$ cat src/rtl/registers_banked.sv
// Banked register file: one modify port, two combinational read ports, zero/carry
// status and a one-deep shadow bank for single-cycle context save/restore.
module registers_banked #(
    parameter int DATA_BUS_WIDTH = 8,
    parameter int REG_COUNT      = 8,
    parameter int ZERO_REG       = 0,
    parameter int BYPASS         = 1,
    localparam int SEL_W         = $clog2(REG_COUNT)
) (
    input  logic                      clock,
    input  logic                      reset,
    input  logic [2:0]                op,
    input  logic [SEL_W-1:0]          reg_in_sel,
    input  logic [SEL_W-1:0]          reg_1_out_sel,
    input  logic [SEL_W-1:0]          reg_2_out_sel,
    input  logic [DATA_BUS_WIDTH-1:0] reg_data_in,
    output logic [DATA_BUS_WIDTH-1:0] reg_1_out,
    output logic [DATA_BUS_WIDTH-1:0] reg_2_out,
    output logic                      zero_flag,
    output logic                      carry_flag,
    output logic                      shadow_valid,
    output logic                      restore_err
);

    typedef enum logic [2:0] {
        OP_NOP     = 3'd0,
        OP_WRITE   = 3'd1,
        OP_INC     = 3'd2,
        OP_DEC     = 3'd3,
        OP_CLEAR   = 3'd4,
        OP_SAVE    = 3'd5,
        OP_RESTORE = 3'd6,
        OP_RSVD    = 3'd7
    } op_t;

    logic [DATA_BUS_WIDTH-1:0] reg_file_reg [REG_COUNT];
    logic [DATA_BUS_WIDTH-1:0] shadow_reg   [REG_COUNT];
    logic                      zero_flag_reg;
    logic                      carry_flag_reg;
    logic                      shadow_valid_reg;
    logic                      restore_err_reg;

    op_t                       op_dec;
    logic [DATA_BUS_WIDTH-1:0] cur_val;
    logic [DATA_BUS_WIDTH-1:0] nxt_val;
    logic                      is_modify;
    logic                      is_incdec;
    logic                      wrap;
    logic                      commit;
    logic                      do_restore;
    logic                      dest_is_zero_reg;

    assign op_dec  = op_t'(op);
    assign cur_val = reg_file_reg[reg_in_sel];

    always_comb begin
        nxt_val   = cur_val;
        is_modify = 1'b0;
        is_incdec = 1'b0;
        wrap      = 1'b0;
        case (op_dec)
            OP_WRITE: begin
                nxt_val   = reg_data_in;
                is_modify = 1'b1;
            end
            OP_INC: begin
                nxt_val   = cur_val + 1'b1;
                is_modify = 1'b1;
                is_incdec = 1'b1;
                wrap      = (cur_val == {DATA_BUS_WIDTH{1'b1}});
            end
            OP_DEC: begin
                nxt_val   = cur_val - 1'b1;
                is_modify = 1'b1;
                is_incdec = 1'b1;
                wrap      = (cur_val == '0);
            end
            OP_CLEAR: begin
                nxt_val   = '0;
                is_modify = 1'b1;
            end
            default: ;
        endcase
    end

    // A hard-wired register 0 swallows modify ops entirely, flags included.
    assign dest_is_zero_reg = (ZERO_REG != 0) && (reg_in_sel == '0);
    assign commit           = is_modify && !dest_is_zero_reg;
    assign do_restore       = (op_dec == OP_RESTORE) && shadow_valid_reg;

    genvar gi;
    generate
        for (gi = 0; gi < REG_COUNT; gi++) begin : g_reg
            always_ff @(posedge clock) begin
                if (reset) begin
                    reg_file_reg[gi] <= '0;
                    shadow_reg[gi]   <= '0;
                end else begin
                    if (op_dec == OP_SAVE)
                        shadow_reg[gi] <= reg_file_reg[gi];
                    if (do_restore)
                        reg_file_reg[gi] <= ((ZERO_REG != 0) && (gi == 0)) ? '0 : shadow_reg[gi];
                    else if (commit && (reg_in_sel == SEL_W'(gi)))
                        reg_file_reg[gi] <= nxt_val;
                end
            end
        end
    endgenerate

    logic [SEL_W-1:0]          rd_sel  [2];
    logic [DATA_BUS_WIDTH-1:0] rd_data [2];

    assign rd_sel[0] = reg_1_out_sel;
    assign rd_sel[1] = reg_2_out_sel;
    assign reg_1_out = rd_data[0];
    assign reg_2_out = rd_data[1];

    generate
        for (gi = 0; gi < 2; gi++) begin : g_rd
            always_comb begin
                rd_data[gi] = reg_file_reg[rd_sel[gi]];
                if (BYPASS != 0) begin
                    if (do_restore)
                        rd_data[gi] = shadow_reg[rd_sel[gi]];
                    else if (commit && (rd_sel[gi] == reg_in_sel))
                        rd_data[gi] = nxt_val;
                end
                if ((ZERO_REG != 0) && (rd_sel[gi] == '0))
                    rd_data[gi] = '0;
            end
        end
    endgenerate

    always_ff @(posedge clock) begin
        if (reset) begin
            zero_flag_reg    <= 1'b0;
            carry_flag_reg   <= 1'b0;
            shadow_valid_reg <= 1'b0;
            restore_err_reg  <= 1'b0;
        end else begin
            if (commit) begin
                zero_flag_reg <= (nxt_val == '0);
                if (is_incdec)
                    carry_flag_reg <= wrap;
            end
            if (op_dec == OP_SAVE)
                shadow_valid_reg <= 1'b1;
            else if (do_restore)
                shadow_valid_reg <= 1'b0;
            restore_err_reg <= (op_dec == OP_RESTORE) && !shadow_valid_reg;
        end
    end

    assign zero_flag    = zero_flag_reg;
    assign carry_flag   = carry_flag_reg;
    assign shadow_valid = shadow_valid_reg;
    assign restore_err  = restore_err_reg;

endmodule

$ cat config.mk
export PLATFORM = sky130hd
export DESIGN_NAME = registers_banked
export DESIGN_NICKNAME = d
export VERILOG_FILES = /design/src/rtl/registers_banked.sv
export SDC_FILE = /design/constraint.sdc
export NUM_CORES = 1
export LEC_CHECK = 0
export ABC_CLOCK_PERIOD_IN_PS = 6500
export BUFFER_PORTS_ARGS = -buffer_cell sky130_fd_sc_hd__buf_4
export CAP_MARGIN = 40
export CORE_MARGIN = 8
export CORE_UTILIZATION = 60
export DETAILED_ROUTE_END_ITERATION = 16
export GPL_ROUTABILITY_DRIVEN = 0
export PLACE_DENSITY_LB_ADDON = 0.25
export SLEW_MARGIN = 5
export SYNTH_ARGS = -nofsm -noshare
export SYNTH_HDL_FRONTEND = slang
export SYNTH_SLANG_ARGS = --single-unit
$ cat constraint.sdc
create_clock -name clock -period 6.5 [get_ports clock]
set_clock_uncertainty 0.05 [all_clocks]
set_input_delay 0.325 -clock clock [delete_from_list [all_inputs] [get_ports clock]]
set_output_delay 0.325 -clock clock [all_outputs]
set_load 0.01 [all_outputs]
==> out/metrics.csv, run 1 <==
stage,metric,value,unit
floorplan,initial_core_util,60.64,%
global_routing,grt_use_total,29.26,%
floorplan,rows,44,
global_routing,grt_pass1_wl,40340,um
placement,placed_cell_area,9070,um^2
routing,drt_drc_violations_left,0,
routing,antenna_violating_nets_post_route,0,
sta,min_period,4691,ps
logic_synthesis,synth-main-ff-cell,sky130_fd_sc_hd__edfxtp_1,
job,max-cap-violations,0,
logic_synthesis,synth-adder-area-share,1.206,%
finish,antenna-diode-count,0,
power,leakagePower,3.544,nW
logic_synthesis,synth-compound-area-share,11.56,%
critical_path,delay_of_the_slowest_cell_on_the_worst_path,610,ps
critical_path,worst-path-buf-inv,1,
critical_path,category_of_the_worst_setup_path_capture_point,primary output,
logic_synthesis,post_synth_num_cell_types,65,
critical_path,critPathSlowestCell,sky130_fd_sc_hd__nand4b_1,
sta,timing.slew.headroom,29.46,%
sta,finalMaxSlewViolations,0,
logic_synthesis,synth_top_family_by_area,multiplexers,
logic_synthesis,syn_area,8713,um^2
power,seq_power_share,43.5,%
cts,cts_inserted_buffers,17,
global_routing,number_of_global_route_vias_before_repair,6582,
cts,htree_num_levels,4,
sta,grt_setup_unrepaired,no,
finish,drive_gt1_share,24.52,%
critical_path,critical-path-top-delay-family,compound AO/OA/AOI/OAI gates,
critical_path,worst-setup-path-type,flop to primary output,
cts,clockRootBuffer,sky130_fd_sc_hd__clkbuf_16,
critical_path,crit_chain,mux4_2 > mux2_2 > ha_1 > a21o_1 > a21o_1 > a2111o_1 > a21oi_1 > nor4_1 > nand4b_1 > a21oi_1 > buf_4,
routing,drt_first_pass_iters,5,
global_routing,overflow,0,
routing,detail_route.iter0.violations,1189,
cts,cts-root-to-sink-buffers,2,
power,clkPwrFrac,38.8,%
floorplan,io_pins,42,
sta,finalWorstSetupSlack,1809,ps
sta,finalHoldViolCount,0,
power,power.internal,1.715,mW
placement,placement_stage_worst_setup_slack,1961,ps
routing,vias,6773,
power,vdd.ir_drop.worst,0.0001924,V
placement,place.port_buffers,41,
cts,post-cts-setup-buffer-count,0,
sta,tns,0,ps
power,power_per_cell_area,244.3,nW/um^2
floorplan,coreArea,14370,um^2
sta,max_freq,0.2132,GHz
cts,cts-hold-fix-buffers,0,
critical_path,cp_data_arrival_time,4320,ps
power,switching_share,27.04,%
floorplan,dieArea,18640,um^2
power,comb_power_share,17.6,%
finish,finish.net_count,738,
status,result_of_the_run,finished clean,
logic_synthesis,simple_gate_fraction_of_synth_area,12.67,%
cts,clk-insertion-delay-late,430,ps
logic_synthesis,synth-seq-area-share,45.03,%
logic_synthesis,synthDominantCellAreaShare,44.11,%
logic_synthesis,synth_largest_area_cell,sky130_fd_sc_hd__edfxtp_1,
placement,dp.final_hpwl,16690,um
routing,detail_route.wl_per_cell,28.91,um
logic_synthesis,postSynthRegisterBits,132,
global_routing,initial_antenna_violation_count,0,
logic_synthesis,synth-async-reset-ratio,0,%
floorplan,die_h,136.5,um
logic_synthesis,average_instance_area_after_synthesis,12.48,um^2
sta,worst-slew-pin-transition,1048,ps
finish,utilization,66.95,%
logic_synthesis,most_area_consuming_cells_after_synthesis,"sky130_fd_sc_hd__edfxtp_1 (44%), sky130_fd_sc_hd__mux4_2 (20%), sky130_fd_sc_hd__and2_1 (4.7%)",
logic_synthesis,synth.yosys.warnings,0,
finish,post_route_cell_area,9620,um^2
power,total_power,2.350,mW
sta,period_share,72.17,%
cts,cts_sinks,132,
sta,setup_violations,0,
critical_path,worstPathMaxFanout,11,
floorplan,die-width,136.5,um
logic_synthesis,yosys.area_share.xor_xnor,0.9047,%
logic_synthesis,post_synth_inst_count,698,
routing,wl,26200,um
global_routing,grt_max_degree,65,
cts,worst_setup_hold_path_clk_slew,60,ps
critical_path,critPathRequiredTime,6120,ps
cts,post_cts_resize_count,0,
critical_path,startpoint_type,flop,
logic_synthesis,synth_enable_flop_cells,128,
finish,flow.area_growth_from_synthesis,10.41,%
logic_synthesis,synth_nets,727,
logic_synthesis,post_synth_mux_area_share,25.06,%
cts,tritoncts,yes,
power,power_switching,0.6355,mW
worst_hold_path,holdCritPathClass,input pin to flop,
routing,drt-vias-per-instance,7.476,
[path summary, 6_finish.rpt]
kind	startpoint	end	slack, ps	cells after the start
hold / removal	op[0]	restore_err$_SDFF_PP0_	150	2
hold reg to reg	shadow_valid$_SDFFE_PP0P_	shadow_valid$_SDFFE_PP0P_	490	2
setup reg to reg	reg_file_reg[7][2]$_DFFE_PP_	zero_flag$_SDFFE_PP0N_	2470	10
setup / recovery	reg_file_reg[7][2]$_DFFE_PP_	reg_2_out[7]	1810	11
[metrics by stage]
stage,instances,hold slack [ps]
after floorplan,698,475.2
after CTS,906,132.2
after detailed placement,874,481.1
after global routing,906,149.5
after global placement,872,455.0
final,906,152.4
[power by group through the flow]
stage	Clock, mW	Combinational [mW]	Sequential [mW]
after floorplan	0	0.282	1.02
after global placement	0	0.392	1.03
after detailed placement	0	0.405	1.04
after CTS	0.916	0.408	1.02
after global routing	0.949	0.438	1.03
final	0.913	0.415	1.02
[layer usage]
metal | wire, um | vias to the layer above | GRT usage (%)
met5 | 0 | - | 0
met4 | 1024 | 0 | 14.03
met3 | 3370 | 85 | 8.223
met2 | 11920 | 554 | 43.69
met1 | 9881 | 3373 | 38.89
li1 | - | 2761 | -
[logic make-up (layout without fill, tap and decap cells)]
group / Yosys count / count (layout)
AND/OR/NAND/NOR: 217 / 217
AO/OA/AOI/OAI: 147 / 147
flip-flops: 132 / 132
multiplexers: 118 / 118
buffers and inverters: 67 / 91
XOR/XNOR: 9 / 9
adder cells (fa/ha/maj): 8 / 8
[cells in the final DEF, fill, tap and decap left out, types with 11 or more instances in the layout]
cell type | synthesis | routed
sky130_fd_sc_hd__a21oi_1 | 13 | 13
sky130_fd_sc_hd__a22o_1 | 25 | 25
sky130_fd_sc_hd__and2_1 | 66 | 66
sky130_fd_sc_hd__buf_4 | 2 | 48
sky130_fd_sc_hd__clkbuf_16 | 0 | 17
sky130_fd_sc_hd__edfxtp_1 | 128 | 128
sky130_fd_sc_hd__mux2i_1 | 28 | 28
sky130_fd_sc_hd__mux4_2 | 77 | 77
sky130_fd_sc_hd__nand2_1 | 79 | 79
sky130_fd_sc_hd__nand3_1 | 11 | 11
sky130_fd_sc_hd__nor2_1 | 24 | 22
sky130_fd_sc_hd__o21ai_0 | 48 | 48
sky130_fd_sc_hd__o21ai_1 | 11 | 11
[synthesized netlist by cell type (9+ instances only)]
| cell type | count |
|---|---|
| sky130_fd_sc_hd__a21oi_1 | 13 |
| sky130_fd_sc_hd__a22o_1 | 25 |
| sky130_fd_sc_hd__and2_1 | 66 |
| sky130_fd_sc_hd__buf_2 | 17 |
| sky130_fd_sc_hd__clkbuf_1 | 31 |
| sky130_fd_sc_hd__edfxtp_1 | 128 |
| sky130_fd_sc_hd__inv_1 | 10 |
| sky130_fd_sc_hd__mux2_2 | 10 |
| sky130_fd_sc_hd__mux2i_1 | 28 |
| sky130_fd_sc_hd__mux4_2 | 77 |
| sky130_fd_sc_hd__nand2_1 | 79 |
| sky130_fd_sc_hd__nand3_1 | 11 |
| sky130_fd_sc_hd__nor2_1 | 24 |
| sky130_fd_sc_hd__o211ai_1 | 9 |
| sky130_fd_sc_hd__o21ai_0 | 48 |
| sky130_fd_sc_hd__o21ai_1 | 11 |
[area by class of cell]
| class | instances | area (um^2) |
|---|---|---|
| Multi-Input combinational cell | 499 | 4491 |
| Clock buffer | 20 | 436.7 |
| Sequential cell | 132 | 3924 |
| Inverter | 10 | 37.54 |
| Fill cell | 1005 | 4748 |
| Tap cell | 184 | 230.2 |
| Clock inverter | 12 | 113.9 |
| Timing Repair Buffer | 49 | 387.9 |
Power figures use the tool's default switching activity.
==> run 2: changes to the inputs <==
- ABC_AREA: unset -> 1
- ABC_CLOCK_PERIOD_IN_PS: 6500 -> 4500
- clock period: 6.5 -> 4.5 ns (I/O delays scaled with it)
==> run 2 against run 1 <==
Register-to-register slack got worse by 1000 ps. Design area increased by 1.8%. Power up 50%. Die area up 1.3%. Non-clock buffer count up 8. Clock-buffer cell count is 1 lower. Area after synthesis rose by 1.5%. Sequential share of layout area is 0.71 points lower. Combinational power increased by 48%. Global-route usage increased by 5.7 points. Largest cell class unchanged.
==> out/metrics.csv, run 2 <==
stage,metric,value,unit,change
status,result_of_the_run,finished clean,,
power,leakagePower,3.881,nW,+9.5%
global_routing,initial_antenna_violation_count,0,,unchanged
floorplan,die_h,137.4,um,+0.67%
placement,place.port_buffers,41,,unchanged
logic_synthesis,average_instance_area_after_synthesis,7.739,um^2,-38%
finish,flow.area_growth_from_synthesis,10.68,%,
logic_synthesis,synth.yosys.warnings,0,,unchanged
finish,multi_input_comb_area,4045,um^2,-9.9%
finish,utilization,67.62,%,+0.67 points
finish,final-seq-area,3924,um^2,unchanged
logic_synthesis,synthTopCellsByCount,"sky130_fd_sc_hd__o21ai_0 (173), sky130_fd_sc_hd__a21oi_1 (147), sky130_fd_sc_hd__inv_1 (130)",,
global_routing,number_of_global_route_vias_before_repair,8555,,+30%
cts,clockRootBuffer,sky130_fd_sc_hd__clkbuf_16,,
logic_synthesis,synth_enable_flop_cells,128,,unchanged
placement,numPlacedInstances,1311,,+50%
worst_hold_path,holdCritPathClass,input pin to flop,,
critical_path,cp_data_arrival_time,3200,ps,-1120 ps
logic_synthesis,postSynthRegisterBits,132,,unchanged
floorplan,initial_core_util,61.10,%,+0.45 points
sta,max_freq,0.2877,GHz,
sta,finalMaxSlewViolations,0,,unchanged
global_routing,grt_pass1_wl,49310,um,+22%
critical_path,worstPathMaxFanout,4,,-7
logic_synthesis,post-synth-top-count-cell,sky130_fd_sc_hd__o21ai_0,,
power,vdd.ir_drop.worst,0.0002972,V,+55%
cts,cts-root-to-sink-buffers,2,,unchanged
cts,cts_sinks,132,,unchanged
critical_path,timing.reg2reg.setup_slack,1450,ps,-1020 ps
routing,antenna_violating_nets_post_route,0,,unchanged
critical_path,timing.reg2reg.worst_path_depth,13,,+3
cts,clk-insertion-delay-late,430,ps,about the same
global_routing,overflow,0,,unchanged
cts,cts_inserted_buffers,17,,unchanged
routing,detail_route.iter0.violations,1713,,+44%
sta,tns,0,ps,unchanged
logic_synthesis,most_area_consuming_cells_after_synthesis,"sky130_fd_sc_hd__edfxtp_1 (43%), sky130_fd_sc_hd__o21ai_0 (9.8%), sky130_fd_sc_hd__a21oi_1 (8.3%)",,
routing,detail_route.wl_per_cell,24.30,um,-16%
global_routing,grt_max_degree,65,,unchanged
sta,setup_violations,0,,unchanged
logic_synthesis,synth_largest_area_cell,sky130_fd_sc_hd__edfxtp_1,,
cts,htree_num_levels,4,,unchanged
finish,antenna-diode-count,0,,unchanged
global_routing,grt_use_total,34.94,%,+5.7 points
finish,drive_gt1_share,11.57,%,-13 points
critical_path,category_of_the_worst_setup_path_capture_point,primary output,,
logic_synthesis,post_synth_inst_count,1143,,+64%
critical_path,startpoint_type,flop,,
routing,vias,9284,,+37%
logic_synthesis,synth-main-ff-cell,sky130_fd_sc_hd__edfxtp_1,,
finish,filler_cell_count,1227,,+22%
worst_hold_path,hold-path-cell-count,2,,unchanged
cts,tritoncts,yes,,
logic_synthesis,synth_nets,1172,,+61%
routing,drt_first_pass_iters,7,,+2
sta,finalHoldViolCount,0,,unchanged
sta,timing.slew.headroom,36.88,%,+7.4 points
routing,drt_drc_violations_left,0,,unchanged
cts,worst_setup_hold_path_clk_slew,60,ps,about the same
logic_synthesis,synth-async-reset-ratio,0,%,unchanged
job,max-cap-violations,0,,unchanged
logic_synthesis,post_synth_num_cell_types,45,,-31%
worst_hold_path,hold_path.startpoint,reset,,
power,power_per_cell_area,359.4,nW/um^2,+47%
floorplan,coreArea,14480,um^2,+0.77%
sta,period_share,77.23,%,
critical_path,worst-setup-path-type,flop to primary output,,
finish,finish.net_count,1175,,+59%
critical_path,timing.rr.start,reg_file_reg[3][3]$_DFFE_PP_,,
critical_path,critPathRequiredTime,4220,ps,-1900 ps
logic_synthesis,synthDominantCellAreaShare,43.45,%,-0.66 points
sta,grt_setup_unrepaired,no,,
cts,cts-hold-fix-buffers,0,,unchanged
finish,layout.cells.most_common_list,"sky130_fd_sc_hd__o21ai_0 (173), sky130_fd_sc_hd__a21oi_1 (147), sky130_fd_sc_hd__inv_1 (130)",,
finish,layoutNonFillerInstCount,1342,,+48%
routing,drt-vias-per-instance,6.918,,-7.5%
logic_synthesis,syn_area,8846,um^2,+1.5%
placement,dp.final_hpwl,20390,um,+22%
sta,min_period,3475,ps,
cts,post-cts-setup-buffer-count,0,,unchanged
cts,post_cts_resize_count,0,,unchanged
finish,mostFrequentLayoutCell,sky130_fd_sc_hd__o21ai_0,,
floorplan,io_pins,42,,unchanged
routing,wl,32610,um,+24%
worst_hold_path,min_delay_worst_endpoint,zero_flag$_SDFFE_PP0N_,,
floorplan,die-width,137.4,um,+0.67%
floorplan,dieArea,18880,um^2,+1.3%
floorplan,rows,44,,unchanged
critical_path,r2r_end,reg_file_reg[3][4]$_DFFE_PP_,,
sta,worst-slew-pin-transition,945.4,ps,-103.1 ps
logic_synthesis,synth-seq-area-share,44.36,%,-0.68 points
## run 2: changes by cell type in the layout (fill, tap and decap cells not counted), sizes merged, moves of 12 or more
cell and delta:
nand3 +113, o22ai +32, mux4 -78, nand2 +30, and2 -66, mux2i -28
mux2 -12, o21ai +123, inv +139, nor2 +94, a22o -25, a21oi +134
## run 2: critical path, cell delays in order (launching register included)
cell                       delay, ps
sky130_fd_sc_hd__edfxtp_1        420
sky130_fd_sc_hd__inv_1           140
sky130_fd_sc_hd__nor2_1           60
sky130_fd_sc_hd__a21oi_1         130
sky130_fd_sc_hd__nand3_1          90
sky130_fd_sc_hd__nand2_1         190
sky130_fd_sc_hd__inv_1           100
sky130_fd_sc_hd__ha_1            350
sky130_fd_sc_hd__nand2_1          80
sky130_fd_sc_hd__or2_2           310
sky130_fd_sc_hd__nand4_1          80
sky130_fd_sc_hd__nand3_1          80
sky130_fd_sc_hd__nand3_1         140
sky130_fd_sc_hd__nand2_1          70
sky130_fd_sc_hd__a31oi_1         350
sky130_fd_sc_hd__buf_4           190
## run 2: how the worst max path moves through the flow
stage | start | endpoint
after global placement | reg_in_sel[0] | reg_2_out[7]
after floorplan | reset | shadow_reg[0][0]$_SDFFCE_PN0P_
after global routing | reg_file_reg[1][2]$_DFFE_PP_ | reg_2_out[5]
after detailed placement | reg_in_sel[0] | reg_1_out[6]
final | reg_file_reg[7][5]$_DFFE_PP_ | reg_1_out[6]
after CTS | reg_file_reg[7][4]$_DFFE_PP_ | reg_2_out[7]
## run 2: final cells by class
cell class | count | share of cell area (%)
Timing Repair Buffer | 57 | 4.371
Sequential cell | 132 | 40.08
Inverter | 150 | 5.802
Tap cell | 184 | 2.351
Multi-Input combinational cell | 788 | 41.32
Clock buffer | 19 | 4.422
Clock inverter | 12 | 1.661
## run 2: per-layer routing
metal  vias to the layer above  part of all wire (%)  global-route usage [%]
met4                         0                   6.3                   21.12
met2                       893                    42                   50.18
li1                       4024                     -                       -
met1                      4181                    36                   45.48
met3                       186                    16                   10.61
met5                         -                     0                       0
## run 2: through the flow
stage	hold slack [ps]	area, um^2	setup slack (ps)	total power, mW
floorplan	247.4	8846	1760	1.853
global placement	403.4	9195	1336	2.054
detailed placement	399.9	9195	1317	2.063
CTS	0.8929	9791	1115	3.480
global route	12.06	9791	835.5	3.607
finish	18.69	9791	1025	3.519
## run 2: cell families (layout without fill, tap and decap cells)
| group | count (synthesis) | count (layout) | synth area share [%] |
|---|---|---|---|
| compound gates | 401 | 401 | 24.79 |
| xor+xnor | 3 | 3 | 0.2971 |
| simple gates | 377 | 377 | 19.42 |
| buf+inv | 223 | 238 | 10.06 |
| fa+ha+maj | 7 | 7 | 1.075 |
| flops | 132 | 132 | 44.36 |
## run 2: power by group
part           internal (mW)  switching [mW]
Clock                  0.914           0.532
Sequential              1.41          0.0437
Combinational          0.174           0.440
